==> config.mk <==
export PLATFORM = sky130hd
export DESIGN_NAME = shared_ram_arbiter
export DESIGN_NICKNAME = d
export VERILOG_FILES = /design/src/rtl/shared_ram_arbiter.sv
export SDC_FILE = /design/constraint.sdc
export NUM_CORES = 1
export LEC_CHECK = 0
export CORE_MARGIN = 2
export CORE_UTILIZATION = 39
export CTS_BUF_LIST = sky130_fd_sc_hd__clkbuf_4
export DETAILED_ROUTE_END_ITERATION = 8
export MAX_ROUTING_LAYER = met4
export PLACE_DENSITY = 0.9
export RECOVER_POWER = 100
export SETUP_SLACK_MARGIN = 0.02
export SKIP_CTS_REPAIR_TIMING = 1
export SYNTH_ARGS = -nofsm -noshare
export SYNTH_HDL_FRONTEND = slang
export SYNTH_SLANG_ARGS = --single-unit
==> constraint.sdc <==
create_clock -name clk -period 3.5 [get_ports clk]
set_input_delay 0.35 -clock clk [delete_from_list [all_inputs] [get_ports clk]]
set_output_delay 0.35 -clock clk [all_outputs]
set_load 0.02 [all_outputs]
==> src/rtl/shared_ram_arbiter.sv <==
// shared_ram_arbiter
//   Arbitrates one single-port synchronous RAM (one-cycle read latency) between the
//   M68K shared-RAM window and the Z80 0x8000-0x87FF region. Each access runs
//   IDLE -> ACC -> RD -> IDLE. The 68K gets a registered DTACK. The Z80 gets a WAIT
//   that asserts combinationally in the same cycle its request arrives.
//   Collisions resolve round-robin, or always to the 68K when FIXED_PRIO=1.
//   Optional feature macro: SHARED_RAM_STATS_EN enables the saturating collision
//   counter on conflict_cnt. When it is undefined, conflict_cnt is tied to zero.
module shared_ram_arbiter #(
    parameter int ADDR_W     = 11,
    parameter int DATA_W     = 8,
    parameter int FIXED_PRIO = 0
) (
    input  logic              clk,
    input  logic              reset_n,
    input  logic              m68k_req,
    input  logic              m68k_rw,
    input  logic [ADDR_W-1:0] m68k_addr,
    input  logic [DATA_W-1:0] m68k_din,
    output logic [DATA_W-1:0] m68k_dout,
    output logic              m68k_dtack_n,
    input  logic              z80_req,
    input  logic              z80_wr,
    input  logic [ADDR_W-1:0] z80_addr,
    input  logic [DATA_W-1:0] z80_din,
    output logic [DATA_W-1:0] z80_dout,
    output logic              z80_wait_n,
    output logic [ADDR_W-1:0] ram_addr,
    output logic [DATA_W-1:0] ram_din,
    output logic              ram_we,
    input  logic [DATA_W-1:0] ram_dout,
    output logic [15:0]       conflict_cnt
);

    typedef enum logic [1:0] {
        ST_IDLE = 2'd0,
        ST_ACC  = 2'd1,
        ST_RD   = 2'd2
    } state_t;

    state_t            r_state;
    logic              r_owner_z80;   // 1: Z80 holds (or last held) the RAM
    logic              r_wr;          // the access in flight is a write
    logic              r_m_done;
    logic              r_z_done;
    logic [DATA_W-1:0] r_m_dout;
    logic [DATA_W-1:0] r_z_dout;
    logic [ADDR_W-1:0] r_ram_addr;
    logic [DATA_W-1:0] r_ram_din;
    logic              r_ram_we;

    logic              w_m_elig;
    logic              w_z_elig;
    logic              w_collide;
    logic              w_grant_z80;

    // A master can be granted only once per request; done blocks a re-grant until req drops.
    assign w_m_elig  = m68k_req & ~r_m_done;
    assign w_z_elig  = z80_req & ~r_z_done;
    assign w_collide = w_m_elig & w_z_elig;

    // Pick the winner for this IDLE cycle. On a collision, round-robin hands the RAM to
    // whichever master did not own it last.
    always_comb begin
        w_grant_z80 = w_z_elig;
        if (w_collide) begin
            w_grant_z80 = (FIXED_PRIO != 0) ? 1'b0 : ~r_owner_z80;
        end
    end

    // Access sequencer. RAM controls are registered on the grant edge so that the ACC
    // cycle presents them. Read data is captured on the RD exit edge.
    always_ff @(posedge clk or negedge reset_n) begin
        if (!reset_n) begin
            r_state     <= ST_IDLE;
            r_owner_z80 <= 1'b1;
            r_wr        <= 1'b0;
            r_ram_addr  <= '0;
            r_ram_din   <= '0;
            r_ram_we    <= 1'b0;
            r_m_dout    <= '0;
            r_z_dout    <= '0;
        end else begin
            case (r_state)
                ST_IDLE: begin
                    r_ram_we <= 1'b0;
                    if (w_m_elig | w_z_elig) begin
                        r_state     <= ST_ACC;
                        r_owner_z80 <= w_grant_z80;
                        r_wr        <= w_grant_z80 ? z80_wr : ~m68k_rw;
                        r_ram_we    <= w_grant_z80 ? z80_wr : ~m68k_rw;
                        r_ram_addr  <= w_grant_z80 ? z80_addr : m68k_addr;
                        r_ram_din   <= w_grant_z80 ? z80_din : m68k_din;
                    end
                end
                ST_ACC: begin
                    r_ram_we <= 1'b0;
                    r_state  <= ST_RD;
                end
                ST_RD: begin
                    r_state <= ST_IDLE;
                    if (!r_wr) begin
                        if (r_owner_z80) begin
                            r_z_dout <= ram_dout;
                        end else begin
                            r_m_dout <= ram_dout;
                        end
                    end
                end
                default: begin
                    r_state  <= ST_IDLE;
                    r_ram_we <= 1'b0;
                end
            endcase
        end
    end

    // Done flags: set when the owner's access leaves RD while its request is still high,
    // and cleared on the first cycle the request is seen low.
    always_ff @(posedge clk or negedge reset_n) begin
        if (!reset_n) begin
            r_m_done <= 1'b0;
            r_z_done <= 1'b0;
        end else begin
            if ((r_state == ST_RD) && !r_owner_z80 && m68k_req) begin
                r_m_done <= 1'b1;
            end else if (!m68k_req) begin
                r_m_done <= 1'b0;
            end
            if ((r_state == ST_RD) && r_owner_z80 && z80_req) begin
                r_z_done <= 1'b1;
            end else if (!z80_req) begin
                r_z_done <= 1'b0;
            end
        end
    end

`ifdef SHARED_RAM_STATS_EN
    logic [15:0] r_conflict_cnt;

    // Count IDLE cycles in which both masters are eligible. The count saturates at all-ones.
    always_ff @(posedge clk or negedge reset_n) begin
        if (!reset_n) begin
            r_conflict_cnt <= 16'h0000;
        end else if ((r_state == ST_IDLE) && w_collide && (r_conflict_cnt != 16'hFFFF)) begin
            r_conflict_cnt <= r_conflict_cnt + 16'd1;
        end
    end

    assign conflict_cnt = r_conflict_cnt;
`else
    assign conflict_cnt = 16'h0000;
`endif

    assign m68k_dout    = r_m_dout;
    assign m68k_dtack_n = ~r_m_done;
    assign z80_dout     = r_z_dout;
    assign z80_wait_n   = ~(z80_req & ~r_z_done);
    assign ram_addr     = r_ram_addr;
    assign ram_din      = r_ram_din;
    assign ram_we       = r_ram_we;

endmodule

==> results of run 1 <==
[logic make-up (layout without fill, tap and decap cells)]
| logic type | after synthesis | in the layout | share of synthesized area, % |
|---|---|---|---|
| other | 1 | 16 | 0.196 |
| AOI/OAI and AO/OA | 25 | 25 | 7.07 |
| and+or+nand+nor | 31 | 31 | 8.44 |
| muxes | 37 | 37 | 20.5 |
| buffers and inverters | 26 | 103 | 8.77 |
| DFF | 42 | 42 | 55.0 |
[stage by stage]
stage	setup WS, ns	cells	utilization (%)
after floorplan	2.06	177	-
final	1.00	321	59.8
after global placement	1.56	313	59.3
after detailed placement	1.49	313	59.3
after CTS	1.54	321	60.4
after global routing	0.759	321	59.8
[layer usage]
| metal | track usage, % | vias to the layer above |
|---|---|---|
| li1 | - | 698 |
| met1 | 17.2 | 653 |
| met2 | 29.6 | 60 |
| met3 | 5.42 | 7 |
| met4 | 5.66 | 0 |
| met5 | - | - |
[cell type report]
cell class                      instances  area (um2)
Timing Repair Buffer                   91         896
Tap cell                               67        83.8
Fill cell                             403        1900
Clock buffer                            6        45.0
Clock inverter                          2        8.76
Sequential cell                        42        1050
Multi-Input combinational cell        109         722
Inverter                                4        15.0
[worst max-delay path, stage by stage]
cell and delay [ns]:
dlygate4sd3_1 0.55, nor2b_1 0.17, o21ai_0 0.17, clkbuf_1 1.11, mux2_2 0.43
[power groups by stage]
stage / Sequential (mW) / Clock (mW) / Combinational, mW
3_5_place_dp: 0.886 / 0 / 1.31
3_3_place_gp: 0.869 / 0 / 1.28
5_1_grt: 0.888 / 0.262 / 1.28
2_1_floorplan: 1.12 / 0 / 0.484
6_report: 0.851 / 0.230 / 1.16
4_1_cts: 0.875 / 0.240 / 1.31
[synth_stat cells (all sizes together)]
library cell	instances	share of area (%)
o21a	1	0.39
buf	20	7.6
mux2	17	10
nand2b	1	0.33
a21oi	2	0.72
o21ai	22	6.0
nor3	1	0.85
nand2	21	4.1
nor2	2	0.39
nor2b	5	1.8
dfrtp	41	54
mux2i	20	10
dfstp	1	1.4
inv	4	0.79
conb	1	0.20
clkbuf	2	0.39
nor3b	1	0.98
[state kept, by name (all words and copies together), names as in the netlist]
register / cells
ram_addr: 11
m68k_dout: 8
ram_din: 8
z80_dout: 8
r_state: 2
r_m_done: 1
r_owner_z80: 1
r_wr: 1
r_z_done: 1
ram_we: 1
[how the worst min path moves through the flow]
stage | slack (ns) | endpoint | cells past startpoint | startpoint
finish | 0.48 | ram_addr[4]$_DFFE_PN0P_ | 2 | ram_addr[4]$_DFFE_PN0P_
global route | 0.52 | ram_addr[4]$_DFFE_PN0P_ | 2 | ram_addr[4]$_DFFE_PN0P_
CTS | 0.15 | m68k_dout[7]$_DFFE_PN0P_ | 1 | reset_n
detailed placement | 0.46 | r_state[1]$_DFFE_PN0P_ | 1 | r_state[1]$_DFFE_PN0P_
global placement | 0.46 | r_state[1]$_DFFE_PN0P_ | 1 | r_state[1]$_DFFE_PN0P_
floorplan | 0.05 | m68k_dout[0]$_DFFE_PN0P_ | 0 | reset_n
==> out/results.tsv, run 1 <==
stage	metric	value	unit
run_status	outcome	finished with violations	
run_status	violations	capacitance limit, slew limit	
routing	drt_first_iter_violations	54	
routing	num_vias	1418	
routing	drcViolationCount	0	
sta	tightest_slew	2.12	ns
power	ir_worst_vdd	0.000323	V
power	power	2.24	mW
placement	dpl_cell_area	2800	um2
worst_setup_path	arrival	2.78	ns
power	power_density	795	nW/um2
worst_setup_path	endpoint	r_owner_z80$_DFFE_PN1P_	
floorplanning	start_util	40.5	%
sta	rsz0062_at_grt	false	
sta	setup_viol	0	
logic_synthesis	syn_area	1910	um2
worst_setup_path	r2r_start	r_m_done$_DFFE_PN0P_	
floorplanning	row_count	25	
sta	slew_violations	43	
worst_setup_path	worstSetupEndpointType	flop	
sta	max_freq	0.400	GHz
placement	port_buffers	89	
routing	met2RoutedLength	2180	um
routing	dr_wl_met3	286	um
worst_setup_path	crit_required	3.78	ns
sta	whs	0.484	ns
sta	finalSetupTns	0	ns
logic_synthesis	yosysSeqAreaShare	55.0	%
global_routing	grt_remaining_overflow	0	
sta	relSlewSlack	-41.7	%
power	p_sw_share	39.8	%
global_routing	grt_max_degree	44	
logic_synthesis	yosysWarnings	0	
cells_and_area	final_common_cell	clkdlybuf4s50_1	
cts	cts_tree	done	
hold_path	hp-class	flop to flop	
run	cap_viol_max_count	2	
sta	finClkSkew	0.00643	ns
routing	top_layer	met4	
placement	place.detailed.hpwl	3110	um
global_routing	track_usage	16.6	%
cts	clk_latency	0.34	ns
power	p_comb_share	51.8	%
floorplanning	core-area	4720	um2
sta	hold_violations	0	
power	switching_power	0.892	mW
cells_and_area	nNetsFinal	305	
floorplanning	die_x	74.0	um
global_routing	grt_pass1_vias	1517	
cells_and_area	fin_area	2820	um2
worst_setup_path	r2r_setup_slack	1.25	ns
power	clockPowerShare	10.3	%
power	p_int	1.35	mW
floorplanning	die-area	5480	um2
cts	h-tree-depth	2	
global_routing	grt_pass1_wl	6630	um
routing	wl	3990	um
routing	first_pass_iters	3	
cells_and_area	num_antenna_cells	0	
cts	clkTransAtPathRegs	0.11	ns
logic_synthesis	yosys_register_bits	42	
routing	drtAntennaViolNets	0	
cells_and_area	area_growth	47.6	%
routing	viasPerCell	4.42	
routing	m1WireLength	1470	um
floorplanning	die_h	74.0	um
floorplanning	io_pins	106	
worst_setup_path	r2r_cells	4	
cts	cts_sinks	42	
logic_synthesis	netlist_instances	162	
sta	final.period_utilization	71.4	%
sta	period_minus_slack	2.50	ns
logic_synthesis	synth_cell_type_count	23	
cts	cts_buffers	5	
cts	cts.path.max_buffers	2	
worst_setup_path	cp-startpoint	m68k_req	
worst_setup_path	rr_endpoint	r_owner_z80$_DFFE_PN1P_	
cells_and_area	drive_above_1_share	11.0	%
cts	cts-root-buf	clkbuf_4	
cells_and_area	most-common-layout-cells	clkdlybuf4s50_1 (49), dfrtp_1 (41), dlygate4sd3_1 (39)	
logic_synthesis	syn_area_per_cell	11.8	um2
power	p_leak	1.27	nW
worst_setup_path	cp_max_fo	43	
placement	gp_congestion	0.684	
global_routing	antenna_found_initial	0	
worst_setup_path	crit_type	input port to flop	
power	power.share.sequential	37.9	%
worst_setup_path	critPathLaunchType	input port	
routing	routedWlPerCell	12.4	um
Note: power is estimated with default switching activity, not from simulation.
==> inputs of run 2 (changes only) <==
--- a/config.mk
+++ b/config.mk
@@ -6,11 +6,11 @@
 export NUM_CORES = 1
 export LEC_CHECK = 0
 export CORE_MARGIN = 2
-export CORE_UTILIZATION = 39
+export CORE_UTILIZATION = 36
 export CTS_BUF_LIST = sky130_fd_sc_hd__clkbuf_4
 export DETAILED_ROUTE_END_ITERATION = 8
 export MAX_ROUTING_LAYER = met4
-export PLACE_DENSITY = 0.9
+export PLACE_DENSITY = 0.88
 export RECOVER_POWER = 100
 export SETUP_SLACK_MARGIN = 0.02
 export SKIP_CTS_REPAIR_TIMING = 1
==> constraint.sdc (replaced) <==
create_clock -name clk -period 2.15 [get_ports clk]
set_input_delay 0.215 -clock clk [delete_from_list [all_inputs] [get_ports clk]]
set_output_delay 0.215 -clock clk [all_outputs]
set_load 0.02 [all_outputs]
==> run 2 against run 1 <==
The run now ends clean. Via count grew 2.3%. Critical path depth shrank 2. Design area grew 1.5%. Sequential share of layout area shrank 0.55 points. Wire length grew 3.6%. Combinational power grew 65%.
==> out/results.tsv, run 2 (synthesized netlist as in run 1, its figures left out) <==
stage	metric	value	unit	change
floorplanning	row_count	26		+4.0%
cts	clk_latency	0.34	ns	about the same
power	p_leak	1.29	nW	+1.6%
hold_path	hp-class	input port to asynchronous set/reset pin		
cells_and_area	num_antenna_cells	0		unchanged
cells_and_area	largest_register_ffs	11		unchanged
floorplanning	die_h	76.9	um	+3.9%
worst_setup_path	crit_family	buffers and inverters		
cells_and_area	fillCellCount	471		+17%
cts	cts_sinks	42		unchanged
cells_and_area	area_growth	49.9	%	
worst_setup_path	crit_buf_inv	2		unchanged
worst_setup_path	crit_type	flop to output port		
routing	first_pass_iters	4		+1
cts	cts_tree	done		
placement	port_buffers	89		unchanged
sta	finClkSkew	0.00929	ns	+0.00286 ns
cts	cts-root-buf	clkbuf_4		
routing	drt_first_iter_violations	49		-9.3%
cells_and_area	nNetsFinal	305		unchanged
worst_setup_path	crit_slowest_cell	dlygate4sd3_1		
routing	viasPerCell	4.48		+1.3%
power	power	3.81	mW	+70%
run	cap_viol_max_count	0		-2
sta	period_minus_slack	1.84	ns	
cts	clkTransAtPathRegs	0.12	ns	about the same
floorplanning	io_pins	106		unchanged
routing	drcViolationCount	0		unchanged
floorplanning	core-area	5110	um2	+8.1%
routing	wl	4130	um	+3.6%
sta	rsz0062_at_grt	false		
worst_setup_path	crit_required	1.93	ns	-1.85 ns
worst_setup_path	cp_max_fo	2		-95%
routing	drtAntennaViolNets	0		unchanged
placement	place.detailed.hpwl	3180	um	+2.1%
sta	setup_viol	0		unchanged
sta	hold_violations	0		unchanged
worst_setup_path	critPathLaunchType	flop		
global_routing	grt_pass1_vias	1514		-0.20%
routing	routedWlPerCell	12.7	um	+2.7%
worst_setup_path	cpPeakStageDelay	0.65	ns	-0.46 ns
sta	relSlewSlack	32.4	%	+74 points
sta	finalSetupTns	0	ns	unchanged
routing	num_vias	1450		+2.3%
sta	max_freq	0.543	GHz	
sta	final.period_utilization	85.6	%	
cts	h-tree-depth	2		unchanged
floorplanning	die_x	76.9	um	+3.9%
cells_and_area	drive_above_1_share	12.6	%	+1.6 points
cts	cts_buffers	5		unchanged
global_routing	grt_pass1_wl	6920	um	+4.4%
worst_setup_path	crit_chain	nor2b_1 -> inv_2 -> dlygate4sd3_1		
run_status	outcome	completed		
floorplanning	die-area	5910	um2	+7.9%
global_routing	antenna_found_initial	0		unchanged
cells_and_area	most-common-layout-cells	clkdlybuf4s50_1 (50), dfrtp_1 (41), dlygate4sd3_1 (38)		
placement	dp_cells	316		+0.96%
power	power_density	1330	nW/um2	+67%
cells_and_area	final_common_cell	clkdlybuf4s50_1		
floorplanning	start_util	37.4	%	-3.0 points
worst_setup_path	worstSetupEndpointType	output port		
cts	cts.path.max_buffers	2		unchanged
worst_setup_path	arrival	1.63	ns	-1.15 ns
cells_and_area	fin_cells	324		+0.93%
power	ir_worst_vdd	0.000748	V	+130%
placement	gp_congestion	0.749		+9.5%
sta	tightest_slew	1.01	ns	-1.11 ns
global_routing	track_usage	15.0	%	-1.6 points
global_routing	grt_remaining_overflow	0		unchanged
global_routing	grt_max_degree	43		-2.3%
sta	slew_violations	0		-100%
## run 2: metrics by stage
step / cell area [um2] / hold slack (ns) / setup WS, ns / utilization [%]
after detailed placement: 2820 / 0.403 / 0.364 / 55.1
after floorplan: 1970 / -0.0806 / 0.710 / -
after global placement: 2820 / 0.403 / 0.448 / 55.1
after CTS: 2900 / 0.0113 / 0.396 / 56.8
final: 2870 / 0.0203 / 0.310 / 56.1
after global routing: 2870 / 0.0900 / 0.216 / 56.1
## run 2: final timing paths
check	startpoint	end	slack, ns	cells after the start
max	r_z_done$_DFFE_PN0P_	z80_wait_n	0.31	3
min	reset_n	z80_dout[6]$_DFFE_PN0P_	0.02	1
max reg2reg	r_z_done$_DFFE_PN0P_	ram_we$_DFFE_PN0P_	0.33	6
min reg2reg	ram_addr[5]$_DFFE_PN0P_	ram_addr[5]$_DFFE_PN0P_	0.49	2
max in group asynchronous	reset_n	ram_addr[7]$_DFFE_PN0P_	1.50	1
min in group clk	m68k_req	r_m_done$_DFFE_PN0P_	0.41	2
## run 2: layer usage
layer | part of all wire [%] | global-route usage [%]
met5 | 0 | -
met4 | 1.4 | 4.91
met3 | 5.7 | 3.88
met2 | 53 | 26.1
met1 | 40 | 16.9
## run 2: layout make-up
cell class	count	area, um2	area share [%]
inverter	4	15.0	0.524
sequential	42	1050	36.7
timing repair buffer	91	898	31.4
clock inverter	1	30.0	1.05
clock buffer	7	52.6	1.83
tap	70	87.6	3.06
multi-input combinational	109	729	25.5
## run 2: power by group
part | leakage (nW) | switching (mW) | total (mW) | internal [mW]
Sequential | 0.514 | 0.207 | 1.39 | 1.18
Clock | 0.0463 | 0.241 | 0.514 | 0.272
Combinational | 0.725 | 1.02 | 1.91 | 0.889
==> inputs of run 3 (changes only) <==
--- a/config.mk
+++ b/config.mk
@@ -5,10 +5,10 @@
 export SDC_FILE = /design/constraint.sdc
 export NUM_CORES = 1
 export LEC_CHECK = 0
-export CORE_MARGIN = 2
 export CORE_UTILIZATION = 36
 export CTS_BUF_LIST = sky130_fd_sc_hd__clkbuf_4
 export DETAILED_ROUTE_END_ITERATION = 8
+export GPL_TIMING_DRIVEN = 1
 export MAX_ROUTING_LAYER = met4
 export PLACE_DENSITY = 0.88
 export RECOVER_POWER = 100
==> run 3 against run 2 <==
Clock-buffer cell count decreased by 2. Register-to-register slack improved by 0.10 ns. Sequential power about the same. Critical path type unchanged. Critical endpoint unchanged. Largest cell class unchanged. Highest routed layer unchanged.
==> out/results.tsv, run 3 (synthesized netlist as in run 1, its figures left out) <==
stage	metric	value	unit	change
placement	preCtsSetupSlack	0.340	ns	-0.0245 ns
cells_and_area	drive_above_1_share	13.7	%	+1.1 points
cts	clk_latency	0.34	ns	about the same
placement	place.detailed.hpwl	3140	um	-1.3%
sta	tightest_slew	1.02	ns	+0.00334 ns
power	p_leak	1.30	nW	+1.2%
global_routing	grt_remaining_overflow	0		unchanged
routing	viasPerCell	4.47		-0.17%
global_routing	grt_pass1_wl	6310	um	-8.8%
cts	clkTransAtPathRegs	0.12	ns	about the same
floorplanning	die_x	74.9	um	-2.6%
placement	dpl_cell_area	2840	um2	+0.71%
cts	cts_buffers	5		unchanged
run	cap_viol_max_count	0		unchanged
cts	cts-root-buf	clkbuf_4		
cells_and_area	fin_area	2900	um2	+1.1%
cts	cts_tree	done		
cells_and_area	num_antenna_cells	0		unchanged
sta	final.period_utilization	84.0	%	-1.6 points
run_status	outcome	completed		
sta	finClkSkew	0.00593	ns	-0.00336 ns
worst_setup_path	worstSetupEndpointType	output port		
worst_setup_path	r2r_setup_slack	0.43	ns	+0.10 ns
cells_and_area	most-common-layout-cells	clkdlybuf4s50_1 (50), dfrtp_1 (41), dlygate4sd3_1 (38)		
sta	hold_violations	0		unchanged
worst_setup_path	crit_required	1.93	ns	about the same
global_routing	track_usage	15.3	%	+0.32 points
worst_setup_path	crit_slowest_cell	dlygate4sd3_1		
global_routing	antenna_found_initial	0		unchanged
worst_setup_path	cp_num_cells	3		unchanged
cells_and_area	largest_register_ffs	11		unchanged
worst_setup_path	crit_family	buffers and inverters		
sta	period_minus_slack	1.81	ns	-0.0333 ns
power	ir_worst_vdd	0.000680	V	-9.2%
sta	max_freq	0.553	GHz	+1.8%
power	power_density	1330	nW/um2	-0.36%
placement	port_buffers	89		unchanged
sta	relSlewSlack	32.1	%	-0.22 points
global_routing	grt_pass1_vias	1435		-5.2%
cts	h-tree-depth	2		unchanged
worst_setup_path	cp_max_fo	2		unchanged
floorplanning	start_util	37.4	%	unchanged
floorplanning	die_h	74.9	um	-2.6%
floorplanning	core-area	5110	um2	unchanged
sta	setup_viol	0		unchanged
routing	num_vias	1452		+0.14%
cells_and_area	final_common_cell	clkdlybuf4s50_1		
sta	slew_violations	0		unchanged
floorplanning	row_count	26		unchanged
sta	finalSetupTns	0	ns	unchanged
power	power	3.84	mW	+0.78%
floorplanning	die-area	5610	um2	-5.1%
cells_and_area	area_growth	51.6	%	
routing	drt_first_iter_violations	49		unchanged
cts	cts.path.max_buffers	2		unchanged
cts	cts_sinks	42		unchanged
worst_setup_path	arrival	1.59	ns	-0.04 ns
sta	setup_slack	0.343	ns	+0.0333 ns
routing	first_pass_iters	4		unchanged
sta	rsz0062_at_grt	false		
worst_setup_path	critPathLaunchType	flop		
worst_setup_path	rr_endpoint	z80_dout[5]$_DFFE_PN0P_		
sta	whs	0.0343	ns	+0.0139 ns
cells_and_area	nNetsFinal	306		+0.33%
routing	routedWlPerCell	12.4	um	-2.7%
routing	drtAntennaViolNets	0		unchanged
placement	gp_congestion	0.671		-10%
worst_setup_path	r2r_cells	2		-4
worst_setup_path	cpPeakStageDelay	0.65	ns	about the same
worst_setup_path	crit_type	flop to output port		
worst_setup_path	crit_buf_inv	2		unchanged
global_routing	grt_max_degree	43		unchanged
routing	drcViolationCount	0		unchanged
worst_setup_path	crit_chain	nor2b_2 -> inv_2 -> dlygate4sd3_1		
routing	wl	4030	um	-2.4%
floorplanning	io_pins	106		unchanged
worst_setup_path	r2r_start	r_owner_z80$_DFFE_PN1P_		
hold_path	hp-class	input port to asynchronous set/reset pin		
[run 3: worst max-delay path by stage]
stage | from | end
after global routing | r_z_done$_DFFE_PN0P_ | z80_wait_n
after global placement | z80_req | ram_din[6]$_DFFE_PN0P_
after detailed placement | z80_req | ram_addr[8]$_DFFE_PN0P_
after floorplan | r_state[0]$_DFFE_PN0P_ | z80_dout[0]$_DFFE_PN0P_
final | r_z_done$_DFFE_PN0P_ | z80_wait_n
after CTS | r_z_done$_DFFE_PN0P_ | z80_wait_n
[run 3: report_power, final]
part	leakage (nW)	internal, mW	total (mW)	switching [mW]
Sequential	0.515	1.18	1.39	0.208
Combinational	0.741	0.939	1.97	1.03
Clock	0.0450	0.241	0.485	0.244
[run 3: layer usage]
| metal | part of all wire (%) | GRT usage [%] |
|---|---|---|
| met3 | 4.6 | 3.21 |
| met2 | 55 | 28.0 |
| met1 | 39 | 16.0 |
| met4 | 2.1 | 6.08 |
| met5 | 0 | - |
[run 3: worst register-to-register path: cells and delay by family (launching register included)]
family,cells,cell delay [ns]
and+or+nand+nor,1,0.59
DFF,1,0.62
muxes,1,0.41
[run 3: through the flow]
stage                     std cells  util (%)
after floorplan                 177         -
after global placement          317      55.5
after detailed placement        317      55.5
after CTS                       325      57.1
after global routing            325      56.7
final                           325      56.7
[run 3: area by class of cell]
| cell class | count | area (um2) |
|---|---|---|
| clock buffers | 5 | 37.5 |
| clock inverters | 3 | 40.0 |
| fillers | 446 | 2210 |
| inverters | 4 | 15.0 |
| multi-input cells | 109 | 732 |
| flip-flops and latches | 42 | 1050 |
| well taps | 70 | 87.6 |
| repair buffers | 92 | 933 |
